**src/rtl/except_ctrl.sv**
```systemverilog
// MEM-stage exception controller: picks the highest-priority event, produces the CP0 request and
// the fetch redirect, then ignores new events for a short drain window. Timer interrupt: CPU_TIMER_INT_EN.
module except_ctrl #(
    parameter logic [31:0] VEC_BEV      = 32'hBFC00380,
    parameter logic [31:0] VEC_NORM     = 32'h80000180,
    parameter int unsigned DRAIN_CYCLES = 2
) (
    input  logic        clk,
    input  logic        rst,
    input  logic [4:0]  ext_int,
    input  logic        mem_valid,
    input  logic [31:0] mem_pc,
    input  logic        mem_delayslot,
    input  logic [7:0]  mem_flags,
    input  logic [31:0] mem_badvaddr,
    input  logic [31:0] cp0_status,
    input  logic [1:0]  cp0_cause_ip_sw,
    input  logic [31:0] cp0_epc,
    input  logic [31:0] cp0_count,
    input  logic [31:0] cp0_compare,
    input  logic        compare_we,
    output logic [5:0]  hw_ip,
    output logic        flush,
    output logic        eret,
    output logic [4:0]  exc_code,
    output logic [31:0] cur_pc,
    output logic [31:0] badvaddr,
    output logic        delayslot,
    output logic        redirect,
    output logic [31:0] redirect_pc
);

    typedef enum logic {IDLE, DRAIN} state_t;

    state_t      state, state_next;
    logic [2:0]  cnt, cnt_next;
    logic [4:0]  ext_meta, ext_sync;
    logic [5:0]  hw_ip_q;
    logic        timer_pending;
    logic        int_req, take, exc;

    logic unused_status;
    assign unused_status = ^{cp0_status[31:23], cp0_status[21:16], cp0_status[7:2]};

    always_ff @(posedge clk) begin
        if (rst) begin
            ext_meta <= '0;
            ext_sync <= '0;
            hw_ip_q  <= '0;
            state    <= IDLE;
            cnt      <= '0;
        end else begin
            ext_meta <= ext_int;
            ext_sync <= ext_meta;
            hw_ip_q  <= hw_ip;
            state    <= state_next;
            cnt      <= cnt_next;
        end
    end

`ifdef CPU_TIMER_INT_EN
    // A Compare write retires the pending timer even if it matches in the same cycle.
    always_ff @(posedge clk) begin
        if (rst)                          timer_pending <= 1'b0;
        else if (compare_we)              timer_pending <= 1'b0;
        else if (cp0_count == cp0_compare) timer_pending <= 1'b1;
    end
`else
    logic unused_timer;
    assign unused_timer  = ^{compare_we, cp0_count, cp0_compare};
    assign timer_pending = 1'b0;
`endif

    assign hw_ip = {ext_sync[4] | timer_pending, ext_sync[3:0]};

    // Interrupts use the registered IP copy, so a line is takeable the cycle after it shows in hw_ip.
    assign int_req = cp0_status[0] & ~cp0_status[1] &
                     (|({hw_ip_q, cp0_cause_ip_sw} & cp0_status[15:8]));
    assign take    = mem_valid && (state == IDLE);

    always_comb begin
        flush       = 1'b0;
        eret        = 1'b0;
        exc         = 1'b0;
        exc_code    = 5'd0;
        cur_pc      = 32'd0;
        badvaddr    = 32'd0;
        delayslot   = 1'b0;
        redirect    = 1'b0;
        redirect_pc = 32'd0;
        state_next  = state;
        cnt_next    = cnt;
        case (state)
            IDLE: begin
                if (take) begin
                    exc = 1'b1;
                    if (int_req)           exc_code = 5'd0;
                    else if (mem_flags[1]) begin exc_code = 5'd4; badvaddr = mem_pc; end
                    else if (mem_flags[2]) exc_code = 5'd10;
                    else if (mem_flags[3]) exc_code = 5'd12;
                    else if (mem_flags[4]) exc_code = 5'd8;
                    else if (mem_flags[5]) exc_code = 5'd9;
                    else if (mem_flags[6]) begin exc_code = 5'd4; badvaddr = mem_badvaddr; end
                    else if (mem_flags[7]) begin exc_code = 5'd5; badvaddr = mem_badvaddr; end
                    else begin
                        exc = 1'b0;
                        if (mem_flags[0]) begin
                            eret        = 1'b1;
                            redirect    = 1'b1;
                            redirect_pc = cp0_epc;
                        end
                    end
                    if (exc) begin
                        flush       = 1'b1;
                        redirect    = 1'b1;
                        redirect_pc = cp0_status[22] ? VEC_BEV : VEC_NORM;
                        cur_pc      = mem_pc;
                        delayslot   = mem_delayslot;
                    end
                    if (redirect) begin
                        state_next = DRAIN;
                        cnt_next   = 3'(DRAIN_CYCLES - 1);
                    end
                end
            end
            DRAIN: begin
                if (cnt == 3'd0) state_next = IDLE;
                else             cnt_next   = cnt - 3'd1;
            end
            default: state_next = IDLE;
        endcase
    end

endmodule

```
**config.mk**
```make
export PLATFORM = sky130hd
export DESIGN_NAME = except_ctrl
export DESIGN_NICKNAME = d
export VERILOG_FILES = /design/src/rtl/except_ctrl.sv
export SDC_FILE = /design/constraint.sdc
export NUM_CORES = 1
export LEC_CHECK = 0
export CAP_MARGIN = 20
export CORE_AREA = 2 2 127 129
export DETAILED_ROUTE_END_ITERATION = 6
export DIE_AREA = 0 0 129 131
export HOLD_SLACK_MARGIN = 0.03
export SLEW_MARGIN = 20
export SYNTH_ARGS = -nofsm -noshare
export SYNTH_HDL_FRONTEND = slang
export SYNTH_SLANG_ARGS = --single-unit
```
**constraint.sdc**
```tcl
create_clock -name clk -period 1.7 [get_ports clk]
set_input_delay 0.34 -clock clk [delete_from_list [all_inputs] [get_ports clk]]
set_output_delay 0.34 -clock clk [all_outputs]
set_load 0.02 [all_outputs]
```
==> flow_summary.ini <==
[outcome]
outcome = finished, violations left
violations = setup timing

[timing]
fin_skew_ns = 0.00205
maxSlewViolCount = 0
timing.final.crit_share = 1.36
hold_violations = 0
min_period_ns = 2.31
setup_viol_count_final = 104
setup_slack_ns = -0.613
rsz0062_at_grt = true
max_freq_ghz = 0.432

[place]
hpwl_um = 7820
port_buffers = 233
place_congestion = 0.689

[floorplanning]
core_area_mm2 = 0.0156
rows = 46
initial_core_util = 0.110
die_w_um = 129
ios = 323
dieArea_mm2 = 0.0169
die_h_um = 131

[yosys]
syn_area_mm2 = 0.00171
synth_top_area_frac = 0.222
synth_area_leaders = dfxtp_1 (22%), and2_1 (19%), a22oi_1 (14%), nor2_1 (7.7%), nor2b_1 (6.9%)
ys_seq_area_frac = 0.222
yosysTopAreaCell = dfxtp_1
syn_inst = 237
syn_avg_cell_area_um2 = 7.22
ys_ff_latch = 19
synth_warnings = 0
ys_types = 33

[power_and_ir_drop]
power.leakage_nw = 2.37
p_total_mw = 2.26
pwr_density_cell_mw_per_mm2 = 406
ir_worst_vdd_uv = 429

[worst_hold_path]
hold_depth = 1
hp-start = ext_meta[2]
min_path_type = flip-flop to flip-flop
hold_end = ext_sync[2]

[clock_network]
tritoncts = yes
cts-root-buf = clkbuf_16
numCtsBuffers = 3
cts.reportedPaths.clkPinSlew_ns = 0.05
cts_max_level = 1
clock_latency_ns = 0.24
cts_hold_buf = 0
clock-sinks = 19
max-clock-path-buffers = 2

[worst_setup_path]
r2r_end = cnt[1]
regToRegStartpoint = hw_ip_q[2]
r2r_slack_ns = 0.18
critPathMaxFanout = 7
required_ns = 1.36
cp-start-kind = input pin
crit_type = input pin to output port
reg2reg_depth = 6
worst_ep_arrival_time_ns = 1.97
cp-end-kind = output port

[finish]
final_nets = 732
antenna_cells = 0
postLayoutCoreUtil = 0.356
drive_gt1_frac = 0.559
syn2layout_area_growth_pct = 224
final_cell_mix = clkdlybuf4s50_1 (111), buf_6 (106), and2_4 (55)
final_common_cell = clkdlybuf4s50_1

[route]
vias = 2891
drcViolationCount = 0
drt_iter0_markers = 73
routed_wl_um = 11100
vias_per_cell = 3.94
detail_route.first_pass.iterations = 5
wire_per_inst_um = 15.2
postRouteAntennaNets = 0

[global_route]
grt_start_max_net_pins = 36
grt_pass1_vias = 2757
grt_pass1_wl_um = 15100
grt_overflow = 0
antenna_found_initial = 0
grt_util_all_layers = 0.112

[flow_run]
cap_violations = 0
[sequential cells by signal, summed over array words and instances (netlist names)]
name,cells
cnt,3
hw_ip_q,5
ext_sync,5
ext_meta,5
state,1
[per-layer routing]
metal / global-route usage / wire length, um
met3: 0.0228 / 757
met1: 0.137 / 4450
met4: 0.0102 / 70
met5: 0 / 0
met2: 0.211 / 5880
[how the worst max path moves through the flow]
stage / from / endpoint / slack (ns) / cells after the start
global route: hw_ip_q[2] / badvaddr[26] / -0.70 / 8
floorplan: mem_flags[2] / redirect_pc[14] / -0.18 / 6
detailed placement: mem_flags[3] / redirect_pc[27] / -1.32 / 7
global placement: mem_flags[2] / redirect_pc[10] / -1.27 / 6
CTS: hw_ip_q[2] / badvaddr[2] / -0.68 / 7
finish: cp0_status[12] / badvaddr[22] / -0.61 / 9
[report_power, final]
part	internal [mW]	switching (mW)
combinational	0.730	0.582
sequential	0.467	0.00852
clock	0.314	0.152
total	1.51	0.743
[critical path: stages]
cell	delay, ns
clkdlybuf4s15_1	0.17
a222oi_1	0.36
a31o_4	0.23
buf_12	0.11
o211ai_1	0.13
buf_4	0.21
buf_8	0.17
nor2_4	0.10
buf_4	0.14
[cell families after synthesis]
group           after synthesis  synth area share
compound gates               60             0.272
fa+ha+maj                     2            0.0146
buf+inv                      28            0.0746
flops                        19             0.222
other cells                   1           0.00219
simple gates                127             0.414
[area by class of cell]
cell class	count	area, um2
Clock buffer	3	75.1
Fill cell	1591	10000
Clock inverter	1	5.00
Inverter	5	18.8
Tap cell	216	270
Sequential cell	19	380
Multi-Input combinational cell	196	1810
Timing Repair Buffer	293	3000
[cell usage after synthesis]
cell      instances
a21o_1            1
a21oi_1           6
a21oi_2           1
a221oi_1          1
a222oi_1          1
a22oi_1          32
a31o_2            1
a32oi_1           2
a41o_1            9
a41oi_1           1
and2_1           53
and2_4            1
and3_1            1
and4_1            1
buf_1             1
buf_4             6
clkbuf_1         16
conb_1            1
dfxtp_1          19
ha_1              2
inv_1             5
nand2_1           5
nand2b_1          3
nor2_1           35
nor2b_1          19
nor3_1            5
nor3b_1           1
nor4_4            1
o211ai_1          1
o21ai_0           1
o21bai_1          1
o31ai_1           2
or3_1             2
[what timing repair did]
item,4_1_cts,5_1_grt
setup buffers,26,9
pin swaps,15,26
gates cloned,6,3
resized for setup,513,186
setup endpoints to repair,108,107
[per-stage QoR]
stage | std cells | cell area [um2] | setup TNS [ns] | worst slack, ns | hold WS, ns
after floorplan | 238 | 2220 | -11.65 | -0.176 | 0.414
after global placement | 688 | 4870 | -124.35 | -1.27 | 0.417
after detailed placement | 688 | 4870 | -127.07 | -1.32 | 0.428
after CTS | 722 | 5170 | -58.81 | -0.682 | 0.440
after global routing | 733 | 5550 | -59.65 | -0.696 | 0.456
final | 733 | 5550 | -51.95 | -0.613 | 0.436
(Power assumes the default switching activity.)
